## config.mk

```make
export PLATFORM = sky130hd
export DESIGN_NAME = karatsuba_acc
export DESIGN_NICKNAME = d
export VERILOG_FILES = /design/src/rtl/karatsuba_acc_pkg.sv /design/src/rtl/karatsuba_acc.sv
export SDC_FILE = /design/constraint.sdc
export NUM_CORES = 1
export LEC_CHECK = 0
export ABC_AREA = 1
export CELL_PAD_IN_SITES_DETAIL_PLACEMENT = 1
export CELL_PAD_IN_SITES_GLOBAL_PLACEMENT = 1
export CORE_ASPECT_RATIO = 0.6
export CORE_MARGIN = 2
export CORE_UTILIZATION = 40
export CTS_CLUSTER_DIAMETER = 150
export DETAILED_ROUTE_END_ITERATION = 6
export PLACE_DENSITY = 0.83
export SYNTH_ARGS = -nofsm -noshare
export SYNTH_HDL_FRONTEND = slang
export SYNTH_SLANG_ARGS = --single-unit
```

## constraint.sdc

```tcl
create_clock -name clk -period 3.66 [get_ports clk]
set_input_delay 0.732 -clock clk [delete_from_list [all_inputs] [get_ports clk]]
set_output_delay 0.732 -clock clk [all_outputs]
set_load 0.02 [all_outputs]
```

## src/rtl/karatsuba_acc_pkg.sv

```systemverilog
// Shared definitions for the Karatsuba generator stages: the accumulator
// state encoding and the accumulator width rule.
package karatsuba_acc_pkg;

    // Accumulator control states
    typedef enum logic [1:0] {
        ST_IDLE = 2'd0,   // no terms collected
        ST_ACC  = 2'd1,   // at least one term, last not yet seen
        ST_HOLD = 2'd2    // finished sum presented downstream
    } kacc_state_t;

    // Width of the term counter presented with each sum
    localparam int CNT_W = 16;

    // Accumulator width: full product width plus guard bits
    function automatic int acc_width(input int n, input int g);
        return 2 * n + g;
    endfunction

endpackage

```

## src/rtl/karatsuba_acc.sv

```systemverilog
// Sums a stream of unsigned products from the Karatsuba multiplier into
// one result per p_last-terminated group. The finished sum, its term count
// and a sticky overflow flag are presented with a valid/ready handshake.
// A new group may begin in the same cycle that the previous result is
// taken, so a continuous product stream never stalls while o_ready is high.
module karatsuba_acc
    import karatsuba_acc_pkg::*;
#(
    parameter int N = 16,
    parameter int G = 8,
    localparam int ACC_W = acc_width(N, G)
) (
    input  logic               clk,
    input  logic               rst_n,
    input  logic [2*N-1:0]     p,
    input  logic               p_valid,
    input  logic               p_last,
    output logic               p_ready,
    output logic [ACC_W-1:0]   acc,
    output logic [CNT_W-1:0]   cnt,
    output logic               ovf,
    output logic               o_valid,
    input  logic               o_ready
);

    kacc_state_t       state;
    kacc_state_t       state_nxt;

    logic              accept;
    logic              fresh;

    // Running (not yet finished) sum, one register stage behind the input
    logic [ACC_W-1:0]  sum_p1;
    logic [CNT_W-1:0]  cnt_p1;
    logic              ovf_p1;

    logic [ACC_W:0]    add_res;
    logic [ACC_W-1:0]  sum_nxt;
    logic [CNT_W-1:0]  cnt_nxt;
    logic              ovf_nxt;

    // Unsigned add that keeps the carry out of the accumulator width in the MSB
    function automatic logic [ACC_W:0] add_carry(input logic [ACC_W-1:0] a,
                                                  input logic [ACC_W-1:0] b);
        return {1'b0, a} + {1'b0, b};
    endfunction

    assign accept = p_valid && p_ready;

    // Next state plus handshake outputs; HOLD back-pressures unless the result is being taken
    always_comb begin
        state_nxt = state;
        p_ready   = 1'b1;
        o_valid   = 1'b0;
        unique case (state)
            ST_IDLE, ST_ACC: begin
                if (p_valid) begin
                    state_nxt = p_last ? ST_HOLD : ST_ACC;
                end
            end
            ST_HOLD: begin
                o_valid = 1'b1;
                p_ready = o_ready;
                if (p_valid && o_ready) begin
                    state_nxt = p_last ? ST_HOLD : ST_ACC;
                end else if (o_ready) begin
                    state_nxt = ST_IDLE;
                end
            end
            default: begin
                state_nxt = ST_IDLE;
            end
        endcase
    end

    // Any accepted term outside ACC opens a new group, so the old running sum is ignored
    always_comb begin
        fresh   = (state != ST_ACC);
        add_res = add_carry(fresh ? '0 : sum_p1, ACC_W'(p));
        sum_nxt = add_res[ACC_W-1:0];
        cnt_nxt = fresh ? CNT_W'(1) : cnt_p1 + CNT_W'(1);
        ovf_nxt = fresh ? 1'b0 : (ovf_p1 | add_res[ACC_W]);
    end

    // State register; reset drops any partial group
    always_ff @(posedge clk or negedge rst_n) begin
        if (!rst_n) begin
            state <= ST_IDLE;
        end else begin
            state <= state_nxt;
        end
    end

    // ---- stage p1: running sum, count and carry flag ----
    // Running totals need no reset: the first term after IDLE overwrites them
    always_ff @(posedge clk) begin
        if (accept) begin
            sum_p1 <= sum_nxt;
            cnt_p1 <= cnt_nxt;
            ovf_p1 <= ovf_nxt;
        end
    end

    // ---- output stage: captured only on the last term, held otherwise ----
    // Result registers change only when a group completes, so they stay put while o_valid is low
    always_ff @(posedge clk or negedge rst_n) begin
        if (!rst_n) begin
            acc <= '0;
            cnt <= '0;
            ovf <= 1'b0;
        end else if (accept && p_last) begin
            acc <= sum_nxt;
            cnt <= cnt_nxt;
            ovf <= ovf_nxt;
        end
    end

    // A presented result must not move while the consumer stalls
    a_hold_stable: assert property (@(posedge clk) disable iff (!rst_n)
        (o_valid && !o_ready) |=> (o_valid && $stable(acc) && $stable(cnt) && $stable(ovf)));

    // Outside HOLD the block always takes products
    a_ready_idle: assert property (@(posedge clk) disable iff (!rst_n)
        !o_valid |-> p_ready);

endmodule

```

* Word-level counts from Yosys, hierarchy flattened
Cells that the tools add are included.
Cells by class: add/subtract/negate cells 2, equal/unequal tests 5, mux-type cells 10, bitwise logic cells 1, reductions and logical operators 6
Operator list (count):
- $add 40x32->41 | 1
- $mux 40 | 1
- $add 16x1->16 const B | 1
- $mux 16 | 1
- $mux 2 | 4
- $pmux 2 s2 | 1
- $logic_and 1x1->1 | 3
- $mux 1 | 3
- $ne 3x3->1 const B | 1
- $eq 2x1->1 const B | 1
- $eq 2x2->1 const B | 1
- $logic_not 2->1 | 1
- $ne 2x1->1 const B | 1
- $ne 2x2->1 const B | 1
- $reduce_and 2->1 | 1
- $reduce_or 2->1 | 1
- $or 1x1->1 | 1
Storage, ports and cells: register bits after elaboration 116, input port bits 37

* Logic depth before layout (Yosys ltp)
word-level depth 5, gate-level depth with buffers 19, mapped depth without buffers 17

* Worst setup path after synthesis
No wires, ideal clock.
kind reg-to-reg, start register state[1], end register sum_p1[22], data pin, arrival time 2734 ps, setup slack 663 ps, cell stages (with the launch flop) 17, clock period less this slack 2997 ps, cell sequence dfrtp_1 inv_2 nand2_2 clkbuf_1 clkbuf_1 nor2_1 ha_1 fa_1 nand3_1 nand3_1 nand2_1 nand2_1 nand2_1 nand3_1 nand2_1 inv_1 or2_2
On the way: word-level cells in the longest chain between the ends 3
RTL lines:
- from (decl) | RTL line karatsuba_acc.sv:26 | kacc_state_t state;
- from (signal assigned) | RTL line karatsuba_acc.sv:90 | state <= state_nxt;
- $ne 2x1->1 | RTL line karatsuba_acc.sv:78 | fresh = (state != ST_ACC);
- $mux 40 | RTL line karatsuba_acc.sv:79 | add_res = add_carry(fresh ? '0 : sum_p1, ACC_W'(p));
- $add 40x32->41 | RTL line karatsuba_acc.sv:45 | return {1'b0, a} + {1'b0, b};
- named net add_res[22] | RTL line karatsuba_acc.sv:37 | logic [ACC_W:0] add_res;
- to (signal assigned) | RTL line karatsuba_acc.sv:98 | sum_p1 <= sum_nxt;
- to (decl) | RTL line karatsuba_acc.sv:33 | logic [ACC_W-1:0] sum_p1;
The timed path passes the listed nets, and every way through them passes these cells. A chain may end at the register's enable or synchronous reset.

* Worst setup path in the final report
start register state[1], end register sum_p1[39], data pin
Same word-level chain as after synthesis.

==> flow_summary.yaml <==
sta:
  final.min_clock_period_ns: 3.15
  clock_skew_ns: 0.0170
  drv_slew: 0
  setup-tns-final_ns: 0
  fin_crit_sh_pct: 86.1
  setup_viol: 0
  tightest_slew_ns: 0.716
  max_freq_mhz: 317
  final-hold-violation-count: 0
  slew_headroom_pct: 52.3
  rsz0062_at_grt: "no"
route:
  route.detailed.drc: 0
  routed_wl_mm: 26.0
  drtIter0Drc: 604
  vias: 7476
  wl_per_cell_um: 18.0
  dr.pass1.iters: 5
  antenna_left: 0
  vias_per_cell: 5.17
synthesis:
  synthCells: 1084
  synth-edff-count: 57
  syn-num-nets: 1155
  yosysUniqueCellTypes: 32
  ys.warnings.count: 0
  synth-async-reset-ratio_pct: 50.9
  avgSynthCellArea_um2: 6.93
  synth_area_um2: 7510
  ys_ff_latch: 116
  synth_flop_cell: "dfrtp_1"
  yosysSeqAreaShare_pct: 42.4
power:
  leakage_nw: 4.94
  ir_worst_vdd_mv: 0.316
  p_int_mw: 2.99
  power_frac_comb_pct: 27.4
  swShare_pct: 36.2
  pwr-share-clk_pct: 36.2
  powerDensity_nw_per_um2: 499
  p_switching_mw: 1.70
  p_seq_share_pct: 36.4
run:
  maxCapViolCount: 0
worst_setup_path:
  startpoint_type: "register"
  crit_top_cell: "nand2_1"
  rrSetupSlack_ns: 0.51
  path_class: "register to register"
  reg2reg_from: "state[1]"
  cp_cell_sequence: "inv_2 -> nand2_2 -> buf_4 -> nor2_1 -> ha_1 -> nand2_1 -> nor2_1 -> nand3_1 -> nand2_1 -> nand2_1 -> nand3_1 -> nand2_1 -> nand2_1 -> nand2_1 -> and2_1"
  cp_data_required_time_ns: 3.84
  crit_path_max_incr_delay_ns: 0.43
  crit_fanout: 18
  critPathSlowestCell: "ha_1"
  end_kind: "register"
  reg2reg_to: "sum_p1[39]"
  rr_worst_depth: 15
  crit_arrival_ns: 3.33
layout:
  final_common_cell: "nand2_1"
  final_cell_mix: "nand2_1, inv_1, nor2_1"
  fin_nets: 1265
  num_antenna_cells: 0
  drive_gt1_share_pct: 5.14
  postLayoutCellArea_um2: 9390
  area_growth_pct: 25.0
global_routing:
  grt_pass1_wl_mm: 41.3
  antenna_found_initial: 0
  grt_use_total_pct: 27.0
  overflow: 0
  grt_max_degree: 58
  grt_pass1_vias: 7777
run_status:
  status: "finished clean"
die:
  dieArea_um2: 19900
  die_height_um: 110
  die_x_um: 181
  ios: 96
  start_util_pct: 41.3
  rows: 38
  core_um2: 18200
clocking:
  cts_max_level: 4
  post_cts_buffers: 0
  numCtsBuffers: 17
  cts_tree: "done"
  clk_pin_slew_worst_paths_ns: 0.07
  clkSinkCount: 116
  cts.hold.buffers_added: 0
  clock_path_buffers: 2
  ctsResizeCount: 0
  cts_root_buf: "clkbuf_16"
  clk_latency_ns: 0.44
min_path:
  hp-class: "input port to asynchronous set/reset pin"
placement:
  place_area_um2: 8810
  gp_congestion: 0.882
  dp_hpwl_mm: 18.6
  io_buffer_count: 95
[how the worst max path moves through the flow]
stage                         from         end  slack [ns]  depth (start not counted)
after floorplan           state[1]  sum_p1[22]        0.66                         16
after global placement        p[0]  sum_p1[32]        0.34                         12
after detailed placement      p[0]  sum_p1[32]        0.33                         12
after CTS                 state[1]  sum_p1[32]        0.53                         15
after global routing      state[1]  sum_p1[32]        0.23                         15
final                     state[1]  sum_p1[39]        0.51                         15
[critical path, delay by kind of cell, from the launching register on]
family        cells  cell delay (ns)
fa+ha+maj         1             0.43
buf+inv           2             0.34
flops             1             0.41
simple gates     12             1.69
[per-stage QoR]
step	util, %	std cells	hold slack, ns	total power, mW	setup WS, ns
after global routing	51.6	1447	0.384	4.90	0.233
after detailed placement	48.4	1415	0.467	2.98	0.325
after floorplan	-	1084	0.436	2.42	0.663
after global placement	48.4	1415	0.461	2.93	0.341
after CTS	51.6	1447	0.349	4.70	0.530
final	51.6	1447	0.343	4.69	0.510
[Yosys cell counts (2+ instances only)]
master	instances	area [µm²]
nor3_2	2	20.0
nand3_1	59	295
nor2_2	3	18.8
buf_2	6	30.0
a21oi_1	29	145
nor3_1	9	45.0
o21bai_1	3	22.5
ha_1	33	413
inv_2	3	11.3
a31oi_1	3	18.8
nand2_1	431	1620
o21ai_0	18	90.1
clkbuf_1	9	33.8
and2_1	19	119
or2_2	4	25.0
xor2_1	14	123
o21ai_1	2	10.0
dfrtp_1	59	1480
edfxtp_1	57	1710
xnor2_1	6	52.6
nor2_1	124	465
nand4_1	3	18.8
inv_1	178	668
nand2_2	2	12.5
[metal layers]
metal / track usage (%) / routed length [µm] / vias to the layer above
met4: 6.80 / 324 / 0
met3: 6.11 / 1960 / 40
met5: 0 / 0 / -
met1: 39.0 / 12900 / 3634
li1: - / - / 3551
met2: 41.1 / 10800 / 251
[flip-flops by register name (all words and copies together) (netlist names)]
signal and flops:
acc 40, cnt 16, cnt_p1 16, ovf 1, ovf_p1 1, state 2
sum_p1 40
[area by class of cell]
class	instances	area, µm²
Clock buffer	17	425
Clock inverter	15	153
Inverter	181	679
Tap cell	240	300
Fill cell	2366	8820
Sequential cell	116	3190
Timing Repair Buffer	107	1060
Multi-Input combinational cell	771	3580
[logic make-up (layout without fill, tap and decap cells)]
group                    count (synthesis)  count (layout)  synth area share, %
flip-flops                             116             116                 42.4
buffers and inverters                  197             320                 9.94
XOR/XNOR                                20              20                 2.33
adder cells (fa/ha/maj)                 34              34                 5.76
AND/OR/NAND/NOR                        660             660                 35.5
AO/OA/AOI/OAI                           57              57                 4.01
[power by group through the flow]
| stage | logic [mW] | clock network (mW) | registers, mW |
|---|---|---|---|
| floorplan | 0.576 | 0 | 1.85 |
| global placement | 1.22 | 0 | 1.72 |
| detailed placement | 1.26 | 0 | 1.73 |
| CTS | 1.28 | 1.71 | 1.71 |
| global route | 1.41 | 1.76 | 1.73 |
| finish | 1.29 | 1.70 | 1.70 |
No activity file was read; power rests on OpenSTA's default activity.
